**config.mk**
```make
export PLATFORM = sky130hd
export DESIGN_NAME = conf_shift_driver_flat
export DESIGN_NICKNAME = d
export VERILOG_FILES = /design/src/rtl/conf_shift_driver_if.sv /design/src/rtl/conf_shift_driver.sv /design/src/flat_wrapper.sv
export SDC_FILE = /design/constraint.sdc
export NUM_CORES = 1
export LEC_CHECK = 0
export ABC_AREA = 1
export ABC_CLOCK_PERIOD_IN_PS = 2800
export CORE_ASPECT_RATIO = 1.1
export CORE_MARGIN = 3
export CORE_UTILIZATION = 56
export CTS_BUF_LIST = sky130_fd_sc_hd__clkbuf_2
export DETAILED_ROUTE_END_ITERATION = 7
export PLACE_DENSITY = 0.95
export SYNTH_ARGS = -nofsm -noshare
export SYNTH_HDL_FRONTEND = slang
export SYNTH_SLANG_ARGS = --single-unit
```
**constraint.sdc**
```tcl
create_clock -name clk -period 2.8 [get_ports clk]
set_input_delay 0.28 -clock clk [delete_from_list [all_inputs] [get_ports clk]]
set_output_delay 0.28 -clock clk [all_outputs]
set_load 0.01 [all_outputs]
```
**src/rtl/conf_shift_driver_if.sv**
```systemverilog
// Host request/status lines and MONOPIX configuration pad signals for conf_shift_driver.
// master = the driver itself, slave = whoever requests transactions and models the chip side.
interface conf_shift_driver_if #(
  parameter int CONF_WIDTH = 16
);
  logic                  start;
  logic [CONF_WIDTH-1:0] conf_data;
  logic                  def_req;
  logic                  so_conf;
  logic                  clk_conf;
  logic                  si_conf;
  logic                  ld_conf;
  logic                  def_conf;
  logic                  busy;
  logic                  done;
  logic [CONF_WIDTH-1:0] readback;
  logic                  mismatch;

  modport master (
    input  start, conf_data, def_req, so_conf,
    output clk_conf, si_conf, ld_conf, def_conf, busy, done, readback, mismatch
  );

  modport slave (
    output start, conf_data, def_req, so_conf,
    input  clk_conf, si_conf, ld_conf, def_conf, busy, done, readback, mismatch
  );
endinterface

```
**src/rtl/conf_shift_driver.sv**
```systemverilog
// Serial configuration driver: shifts a word LSB-first with a divided CLK_CONF, then GAP/LOAD/POST.
// Optional macro CONF_READBACK_EN enables SO_CONF capture into readback and the mismatch flag.
module conf_shift_driver #(
  parameter int CONF_WIDTH = 16,
  parameter int CLK_DIV    = 2
) (
  input  logic clk,
  input  logic rst_n,
  conf_shift_driver_if.master bus
);
  localparam int HW = $clog2(CLK_DIV + 1);
  localparam int CW = $clog2(CONF_WIDTH + 5);
  localparam logic [HW-1:0] H_LAST  = HW'(CLK_DIV - 1);
  localparam logic [CW-1:0] CP_GAP  = CW'(CONF_WIDTH);
  localparam logic [CW-1:0] CP_LOAD = CW'(CONF_WIDTH + 1);
  localparam logic [CW-1:0] CP_POST = CW'(CONF_WIDTH + 2);
  localparam logic [CW-1:0] CP_END  = CW'(CONF_WIDTH + 4);

  typedef enum logic [2:0] {IDLE, SHIFT, GAP, LOAD, POST} state_t;

  state_t                state;
  logic                  arm;
  logic [HW-1:0]         hcnt;
  logic                  phase;
  logic [CW-1:0]         cp;
  logic [CW-1:0]         cp_next;
  logic [CONF_WIDTH-1:0] shreg;
  logic                  clk_conf, si_conf, ld_conf, def_conf, busy, done;
  logic                  rise_tick, cp_end_tick, last_tick;

  // arm marks the one cycle between the accepted START and the first CP edge.
  assign cp_next     = cp + CW'(1);
  assign rise_tick   = (state != IDLE) && !arm && !phase && (hcnt == H_LAST);
  assign cp_end_tick = (state != IDLE) && !arm &&  phase && (hcnt == H_LAST);
  assign last_tick   = cp_end_tick && (cp_next == CP_END);

  always_ff @(posedge clk or negedge rst_n) begin
    if (!rst_n) begin
      state    <= IDLE;
      arm      <= 1'b0;
      hcnt     <= '0;
      phase    <= 1'b0;
      cp       <= '0;
      shreg    <= '0;
      clk_conf <= 1'b0;
      si_conf  <= 1'b0;
      ld_conf  <= 1'b0;
      def_conf <= 1'b1;
      busy     <= 1'b0;
      done     <= 1'b0;
    end else begin
      done <= 1'b0;
      case (state)
        IDLE: begin
          hcnt     <= '0;
          phase    <= 1'b0;
          cp       <= '0;
          clk_conf <= 1'b0;
          si_conf  <= 1'b0;
          ld_conf  <= 1'b0;
          if (bus.start) begin
            shreg <= bus.conf_data;
            arm   <= 1'b1;
            busy  <= 1'b1;
            state <= SHIFT;
          end else if (bus.def_req) begin
            def_conf <= 1'b1;
          end
        end
        default: begin
          if (arm) begin
            arm      <= 1'b0;
            hcnt     <= '0;
            phase    <= 1'b0;
            cp       <= '0;
            clk_conf <= 1'b0;
            si_conf  <= shreg[0];
            shreg    <= shreg >> 1;
          end else if (hcnt != H_LAST) begin
            hcnt <= hcnt + HW'(1);
          end else if (!phase) begin
            hcnt     <= '0;
            phase    <= 1'b1;
            clk_conf <= 1'b1;
          end else begin
            // End of a CP: SI/LD only ever change here, on the falling CLK_CONF edge.
            hcnt     <= '0;
            phase    <= 1'b0;
            clk_conf <= 1'b0;
            cp       <= cp_next;
            if (cp_next < CP_GAP) begin
              si_conf <= shreg[0];
              shreg   <= shreg >> 1;
            end else if (cp_next == CP_GAP) begin
              state   <= GAP;
              si_conf <= 1'b0;
            end else if (cp_next == CP_LOAD) begin
              state   <= LOAD;
              ld_conf <= 1'b1;
            end else if (cp_next == CP_POST) begin
              state   <= POST;
              ld_conf <= 1'b0;
            end else if (cp_next == CP_END) begin
              state    <= IDLE;
              cp       <= '0;
              busy     <= 1'b0;
              done     <= 1'b1;
              def_conf <= 1'b0;
            end
          end
        end
      endcase
    end
  end

  assign bus.clk_conf = clk_conf;
  assign bus.si_conf  = si_conf;
  assign bus.ld_conf  = ld_conf;
  assign bus.def_conf = def_conf;
  assign bus.busy     = busy;
  assign bus.done     = done;

`ifdef CONF_READBACK_EN
  logic [CONF_WIDTH-1:0] latched, readback, rb_shift;
  logic                  mismatch;

  // Samples enter at the MSB so that after CONF_WIDTH rises sample k sits at bit k.
  always_comb begin
    rb_shift             = readback >> 1;
    rb_shift[CONF_WIDTH-1] = bus.so_conf;
  end

  always_ff @(posedge clk or negedge rst_n) begin
    if (!rst_n) begin
      latched  <= '0;
      readback <= '0;
      mismatch <= 1'b0;
    end else if (state == IDLE && bus.start) begin
      latched  <= bus.conf_data;
      readback <= '0;
      mismatch <= 1'b0;
    end else if (state == SHIFT && rise_tick) begin
      readback <= rb_shift;
    end else if (last_tick) begin
      mismatch <= (readback != latched);
    end
  end

  assign bus.readback = readback;
  assign bus.mismatch = mismatch;
`else
  logic unused_readback_inputs;
  assign unused_readback_inputs = bus.so_conf ^ rise_tick ^ last_tick;
  assign bus.readback = '0;
  assign bus.mismatch = 1'b0;
`endif
endmodule

```
**src/flat_wrapper.sv**
```systemverilog
// flat-port wrapper written by rule: the top's interface ports become plain ports
module conf_shift_driver_flat 
#(
  parameter int CONF_WIDTH = 16,
  parameter int CLK_DIV    = 2
)
  (clk, rst_n, bus_start, bus_conf_data, bus_def_req, bus_so_conf, bus_clk_conf, bus_si_conf, bus_ld_conf, bus_def_conf, bus_busy, bus_done, bus_readback, bus_mismatch);
  conf_shift_driver_if #(.CONF_WIDTH(CONF_WIDTH)) bus_i ();
  input  logic clk;
  input  logic rst_n;
  input wire logic [$bits(bus_i.start)-1:0] bus_start;
  input wire logic [$bits(bus_i.conf_data)-1:0] bus_conf_data;
  input wire logic [$bits(bus_i.def_req)-1:0] bus_def_req;
  input wire logic [$bits(bus_i.so_conf)-1:0] bus_so_conf;
  output wire logic [$bits(bus_i.clk_conf)-1:0] bus_clk_conf;
  output wire logic [$bits(bus_i.si_conf)-1:0] bus_si_conf;
  output wire logic [$bits(bus_i.ld_conf)-1:0] bus_ld_conf;
  output wire logic [$bits(bus_i.def_conf)-1:0] bus_def_conf;
  output wire logic [$bits(bus_i.busy)-1:0] bus_busy;
  output wire logic [$bits(bus_i.done)-1:0] bus_done;
  output wire logic [$bits(bus_i.readback)-1:0] bus_readback;
  output wire logic [$bits(bus_i.mismatch)-1:0] bus_mismatch;
  assign bus_i.start = bus_start;
  assign bus_i.conf_data = bus_conf_data;
  assign bus_i.def_req = bus_def_req;
  assign bus_i.so_conf = bus_so_conf;
  assign bus_clk_conf = bus_i.clk_conf;
  assign bus_si_conf = bus_i.si_conf;
  assign bus_ld_conf = bus_i.ld_conf;
  assign bus_def_conf = bus_i.def_conf;
  assign bus_busy = bus_i.busy;
  assign bus_done = bus_i.done;
  assign bus_readback = bus_i.readback;
  assign bus_mismatch = bus_i.mismatch;
  conf_shift_driver #(.CONF_WIDTH(CONF_WIDTH), .CLK_DIV(CLK_DIV)) u_core (.clk(clk), .rst_n(rst_n), .bus(bus_i));
endmodule
```
==> results.md, run 1 <==
Synthesis:
- The fraction of the yosys area taken by sequential cells is 0.432.
- In the synthesized netlist, the number of instances is 235.
- The area of the mapped netlist is 0.00191 mm².
- For this run, the number of Yosys warnings is 0.
- Counting distinct cell types in the post-synthesis netlist gives 29.
- The mean cell area of the mapped netlist is 8.14 µm².
- The count of flip-flops with a built-in enable after synthesis is 0.
- The most frequently used flop master after synthesis is dfrtp_1.
- The number of flip-flops and latches in the synthesized netlist is 33.
- The fraction of registers with async set or reset after synthesis is 1.00.

STA:
- Static timing analysis puts the maximum clock frequency at 528 MHz.
- The post-layout worst setup margin is 906 ps.
- In the final timing run, aggregate negative setup slack is 0 ps.
- The clock skew is 24.5 ps.
- The final worst-path cycle share is 0.676.
- Setup repair after global routing left no endpoint under its margin.
- Setup violations remaining at the end of the flow were counted as 0.
- The max-slew violation count came to 0.
- The clock period could shrink to 1890 ps.
- The count of endpoints failing hold in the final timing report is 0.

Worst setup path:
- The required time of the critical path is 3120 ps.
- Data arrives at the worst endpoint at 2210 ps.
- The critical path is of the reg2reg type.
- The type of element launching the critical path is a register.
- Setup slack on the worst reg-to-reg path comes out at 910 ps.
- The worst setup path is captured at a register.
- The worst reg2reg path startpoint is u_core.cp[0].
- In this run the critical register-to-register path is captured at u_core.shreg[12].
- The largest fanout on the critical path is 31.
- Counting cells, the worst reg-to-reg path comes to 9.

Layout:
- Summing all non-filler instances in the final layout gives an area of 0.00217 mm².
- The filler cells instantiated in the layout total 259.
- The share of layout cells above drive strength 1 is 0.0840.
- Relative to the synthesized area, the layout overhead comes to 13.5%.
- 0 antenna diodes ended up in the layout.
- The final-stage net count is 286.
- The number of non-filler instances in the completed layout is 296.

Clock tree:
- The tree is rooted in a clkbuf_2.
- The clock net in this run drives a total of 33 sinks.
- The number of buffers inserted by hold repair at cts is 0.
- Once the clock tree was built, the resizer swapped 0 gates to a different size.
- The CTS tree is built.
- The clock passes through at most 2 buffers.
- The clock-pin slew reported for the worst setup and hold paths after clock tree synthesis is 190 ps.
- The post-CTS setup buffer count is 0.
- CTS built an H-tree with a depth of 2.
- The number of clock buffers added by TritonCTS is 5.
- The clock insertion delay at the later pin of the skew report is 400 ps.

Global route:
- The maximum number of pins on one net before global-route repair is 34.
- The first global-routing pass estimated 6180 µm of wire.
- The initial antenna violation count was 0.
- Global routing finished with a remaining overflow of 0.
- The via count of the first global-routing pass is 1461.
- In the global route stage, overall resource usage came out at 0.199.

Die:
- Measured along the y axis, the die boundary spans 67.3 µm.
- The floorplan step defined a die boundary enclosing 0.00415 mm².
- The number of placement rows is 21.
- The initial core utilization is 0.607.
- The I/O pin total is 44.
- The core area is 0.00315 mm².
- Measured along the x axis, the die boundary spans 61.7 µm.

Power and ir drop:
- The analysis attributes to cell leakage a power of 1.02 nW.
- The highest ir drop seen on vdd is 0.466 mV.
- Power spread over the standard cell area amounts to 804 mW/mm².
- The power consumption is 1.75 mW.

Detailed routing:
- In this run the remaining antenna-violating nets after routing total 0.
- The DRC violation count after routing is 0.
- The first detailed-routing pass took 4 iterations.
- Dividing the detail-routed wire length by the instance count gives 12.1 µm.
- The detailed router finished its first iteration with 80 violations.
- Using the TritonRoute via totals, the vias-per-cell ratio works out to 5.21.
- The count of vias placed by the detailed router is 1543.
- The wire length after detailed routing is 3580 µm.

Placed design:
- The final estimated routing congestion in global placement is 0.818.
- Before CTS, the worst setup slack after placement is 944 ps.
- The placed standard-cell area is 0.00211 mm².
- Including well taps, the total number of placed cells is 288.
- Input and output buffers added on the ports amount to 25.
- The detailed placer's ending HPWL is 2690 µm.

Hold path:
- The worst hold path belongs to the class in2async.

Status:
- The run finished with clean final reports.

Flow run:
- The number of maximum-capacitance constraint violations is 0.
## per-stage QoR
step	hold WS [ps]	utilization
floorplan	-15.6	-
global placement	439	0.668
finish	240	0.689
CTS	254	0.689
detailed placement	460	0.668
global route	263	0.689
## cells in the final DEF, fill, tap and decap left out, types with 4 or more instances in the layout
| cell | instances |
|---|---|
| nand2_1 | 44 |
| inv_1 | 35 |
| clkbuf_2 | 5 |
| ha_1 | 4 |
| nand3_1 | 11 |
| o211ai_1 | 15 |
| o21ai_0 | 15 |
| dfrtp_1 | 32 |
| nand4_1 | 7 |
| o21ai_1 | 8 |
| conb_1 | 17 |
| clkdlybuf4s50_1 | 25 |
| nor2_1 | 11 |
| a21oi_1 | 5 |
## registers in the layout (all words and copies together) (netlist names)
signal	flops
u_core.cp	5
u_core.state	3
u_core.bus.ld_conf	1
u_core.arm	1
u_core.bus.def_conf	1
u_core.bus.busy	1
u_core.bus.si_conf	1
u_core.bus.done	1
u_core.phase	1
u_core.shreg	16
u_core.hcnt	2
## worst max path at each step
stage / cells past startpoint / from / to
6_report: 9 / u_core.cp[0] / u_core.shreg[12]
5_1_grt: 9 / u_core.cp[0] / u_core.shreg[10]
4_1_cts: 9 / u_core.cp[0] / u_core.shreg[12]
3_5_place_dp: 7 / u_core.cp[0] / u_core.bus.busy
3_3_place_gp: 7 / u_core.cp[0] / u_core.bus.busy
2_1_floorplan: 9 / u_core.cp[0] / u_core.state[1]
## critical path, cell delays in order, from the launching register on
cell,delay (ps)
dfrtp_1,490
ha_1,290
nand3_1,130
nand2_1,60
nand2_1,110
nor2_2,70
nor3_4,90
buf_4,300
o211ai_1,140
o21ai_1,110
## power by group
group | internal (mW) | leakage, nW | switching (mW)
logic | 0.265 | 0.565 | 0.482
clock network | 0.148 | 0.0366 | 0.170
registers | 0.629 | 0.415 | 0.0530
total | 1.04 | 1.02 | 0.705
## synth_stat cells (2+ instances only)
cell type | number | area share
nor3_1 | 3 | 0.0078
nor2_1 | 11 | 0.022
o21ai_1 | 8 | 0.021
nand3_1 | 11 | 0.029
nand3_2 | 2 | 0.010
nand2_1 | 44 | 0.086
inv_1 | 35 | 0.069
o21ai_0 | 15 | 0.039
buf_6 | 2 | 0.012
nor2_2 | 3 | 0.0098
nand2_2 | 2 | 0.0065
o211ai_1 | 15 | 0.059
nor2_4 | 2 | 0.012
nand4_1 | 7 | 0.023
buf_2 | 5 | 0.013
nor4_1 | 2 | 0.0065
dfrtp_1 | 32 | 0.42
buf_4 | 18 | 0.071
a21oi_1 | 5 | 0.013
ha_1 | 4 | 0.026
## final cells by class
cell class / instances / area [µm²] / share of cell area
repair buffers: 28 / 273 / 0.126
multi-input cells: 157 / 828 / 0.381
clock inverters: 3 / 41.3 / 0.0190
flip-flops and latches: 33 / 827 / 0.381
inverters: 36 / 135 / 0.0622
clock buffers: 5 / 25.0 / 0.0115
well taps: 34 / 42.5 / 0.0196
## cell families (layout without fill, tap and decap cells)
group	Yosys count	count (layout)	synth area share
buffers and inverters	61	72	0.166
flip-flops	33	33	0.432
AO/OA/AOI/OAI	46	46	0.143
adder cells (fa/ha/maj)	4	4	0.0262
AND/OR/NAND/NOR	90	90	0.231
other	1	17	0.00196
## per-layer routing
| layer | global-route usage | vias to the layer above | part of all wire |
|---|---|---|---|
| li1 | - | 786 | - |
| met1 | 0.259 | 706 | 0.44 |
| met2 | 0.314 | 44 | 0.48 |
| met3 | 0.0554 | 7 | 0.059 |
| met4 | 0.0716 | 0 | 0.023 |
| met5 | 0 | - | 0 |
No activity file was read; power rests on OpenSTA's default activity.
==> run 2, diff against run 1 <==
ABC_CLOCK_PERIOD_IN_PS = 1700   (was 2800)
CORE_UTILIZATION = 47   (was 56)
PLACE_DENSITY = 0.86   (was 0.95)
clock period = 1.7 ns   (was 2.8 ns; I/O delays follow)
==> run 2 against run 1 <==
First-iteration DRC count rose by 11%. Highest routed layer unchanged. Setup slack got worse by 820 ps. Sequential share of layout area down 2.3 points.
==> results.md, run 2 (synthesis results as in run 1) <==
Status:
- Status: finished, final reports clean (unchanged).

Detailed routing:
- The detailed-routed wire length on met3 is 201 µm (was 210 µm).
- The final antenna-violating net count is 0 (unchanged).
- The amount of wire on met2 after detailed routing is 1840 µm (was 1710 µm).
- The detailed-routing iteration count for the pre-antenna-repair pass is 4 (unchanged).
- The number of vias per cell after detailed routing is 5.01 (was 5.21).
- The average detailed-routed wire length per instance is 11.7 µm (was 12.1 µm).
- The count of vias placed by the detailed router is 1599 (was 1543).
- The wire length after detailed routing is 3740 µm (was 3580 µm).
- The highest layer used for signal routing is met4 (unchanged).
- The violation count after the first detailed-route iteration is 89 (was 80).
- The DRC violation count after routing is 0 (unchanged).
- The total routed wire length on the met1 layer is 1640 µm (was 1580 µm).

Flow run:
- The number of maximum-capacitance constraint violations was 0 (unchanged).

Layout:
- The commonest non-fill, non-tap cell in the layout was nand2_1 (unchanged).
- The number of diodes added for antenna fixing is 0 (unchanged).
- Largest registers in the final layout: u_core.shreg: 16 flops, u_core.cp: 5 flops, u_core.state: 3 flops (unchanged).
- The post-layout utilization of the core is 0.613 (was 0.689).
- The share of layout cells above drive strength 1 is 0.138 (was 0.0840).
- The flip-flop count of the largest register, all copies and words added is 16 (unchanged).
- The register with the most flip-flops is u_core.shreg (unchanged).
- The final-stage net count is 293 (was 286).
- Most frequent cells in the layout: nand2_1 (41), inv_1 (35), dfrtp_1 (32) (was nand2_1 (44), inv_1 (35), dfrtp_1 (32)).
- The synthesis-to-layout area growth came to 20.8% (was 13.5%).

Global route:
- The initial antenna violation count was 0 (unchanged).
- The maximum number of pins on one net before global-route repair was 34 (unchanged).
- The global-route wire length before repair is 6000 µm (was 6180 µm).
- The global route total overflow came to 0 (unchanged).
- The global-route usage over all layers is 0.161 (was 0.199).
- The via count of the first global-routing pass is 1410 (was 1461).

Die:
- The die extent in x is 66.8 µm (was 61.7 µm).
- The area of the die came to 0.00487 mm² (was 0.00415 mm²).
- The I/O pin total is 44 (unchanged).
- The core area is 0.00377 mm² (was 0.00315 mm²).
- The height of the die was 72.9 µm (was 67.3 µm).
- The initial core utilization came to 0.507 (was 0.607).
- The number of placement rows is 23 (was 21).

Clock tree:
- The post-CTS setup buffer count came to 0 (unchanged).
- The clock insertion delay at the later pin of the skew report came to 380 ps (was 400 ps).
- The CTS tree is built (unchanged).
- The quantity of gates resized following cts is 0 (unchanged).
- The H-tree depth is 2 (unchanged).
- The buffer levels on the longest clock path came to 2 (unchanged).
- The clock tree root buffer cell is clkbuf_2 (unchanged).
- The number of sinks on the clock net is 33 (unchanged).
- The number of clock buffers inserted by TritonCTS is 5 (unchanged).
- The clock-pin slew reported for the worst setup and hold paths after clock tree synthesis is 180 ps (was 190 ps).
- The number of buffers inserted by hold repair at cts was 0 (unchanged).

Placed design:
- The pre-CTS setup slack is 43.3 ps (was 944 ps).
- The total of buffers placed on input and output ports is 25 (unchanged).
- The final estimated routing congestion in global placement is 0.865 (was 0.818).
- The detailed placer's ending HPWL is 2720 µm (was 2690 µm).

STA:
- The clock skew is 15.2 ps (was 24.5 ps).
- The max-slew violation count came to 0 (unchanged).
- The count of endpoints failing hold in the final timing report is 0 (unchanged).
- The number of endpoints failing setup at the final stage was 0 (unchanged).
- The maximum clock frequency is 620 MHz (was 528 MHz).
- The post-layout worst setup margin is 86.1 ps (was 906 ps).
- The minimum clock period after layout is 1610 ps (was 1890 ps).
- The final worst-path cycle share is 0.949 (was 0.676).

Worst setup path:
- The kind of end point of the critical path is a register (unchanged).
- The required time of the critical path was 1980 ps (was 3120 ps).
- The type of element launching the critical path is a register (unchanged).
- The number of cells traversed by the worst register-to-register path is 11 (was 9).
- The startpoint-to-endpoint class of the critical path is reg2reg (unchanged).
- The data arrival time of the critical path is 1890 ps (was 2210 ps).
- The largest fanout on the critical path came to 6 (was 31).

Power and ir drop:
- The highest ir drop seen on vdd was 0.741 mV (was 0.466 mV).
- The cell area power density is 1290 mW/mm² (was 804 mW/mm²).
- The static leakage power was 1.06 nW (was 1.02 nW).

Hold path:
- The kind of path behind the tightest hold check is in2async (unchanged).
## run 2: changes by cell type in the layout (fill, tap and decap cells not counted), sizes merged
| cell | delta |
|---|---|
| clkdlybuf4s50 | -1 |
| dlymetal6s2s | +1 |
| buf | +7 |
## run 2: power by group
| group | internal (mW) | switching, mW | leakage, nW | total [mW] |
|---|---|---|---|---|
| sequential | 1.04 | 0.0815 | 0.415 | 1.12 |
| clock | 0.244 | 0.272 | 0.0366 | 0.516 |
| combinational | 0.523 | 0.816 | 0.607 | 1.34 |
## run 2: worst max-delay path: stages, from the launching register on
cell     delay [ps]
dfrtp_1         440
buf_6           140
ha_1            170
inv_1           100
nor2_2          140
nand3_2         120
nand2_1          70
inv_1            40
nand3_2          80
nand2_1          80
nand2_1          70
nand2_1          50
## run 2: through the flow
stage / hold WS (ps) / TNS (ps) / power, mW / cells / cell area, µm²
6_report: 172 / 0 / 2.97 / 319 / 2310
5_1_grt: 156 / -38.3 / 3.22 / 319 / 2310
4_1_cts: 161 / 0 / 2.98 / 319 / 2260
3_5_place_dp: 443 / 0 / 2.46 / 311 / 2190
3_3_place_gp: 438 / 0 / 2.40 / 311 / 2190
2_1_floorplan: -126 / 0 / 2.14 / 251 / 1970
## run 2: layer usage
layer,GRT usage,up-vias
li1,-,797
met1,0.203,752
met2,0.264,45
met3,0.0416,5
met4,0.0632,0
met5,0,-
## run 2: path summary, 6_finish.rpt
path	end	slack, ps	start
max reg2reg	u_core.state[0]	90	u_core.cp[0]
min in group clk	u_core.shreg[15]	350	bus_conf_data[15]
min reg2reg	u_core.hcnt[0]	470	u_core.hcnt[0]
max in group asynchronous	u_core.bus.def_conf	1200	rst_n
max	u_core.state[0]	90	u_core.cp[0]
min	u_core.shreg[6]	170	rst_n
## run 2: area by class of cell
class	instances	area [µm²]
fillers	318	1460
multi-input cells	157	872
flip-flops and latches	33	827
repair buffers	35	348
inverters	36	135
well taps	50	62.6
clock inverters	3	41.3
clock buffers	5	25.0
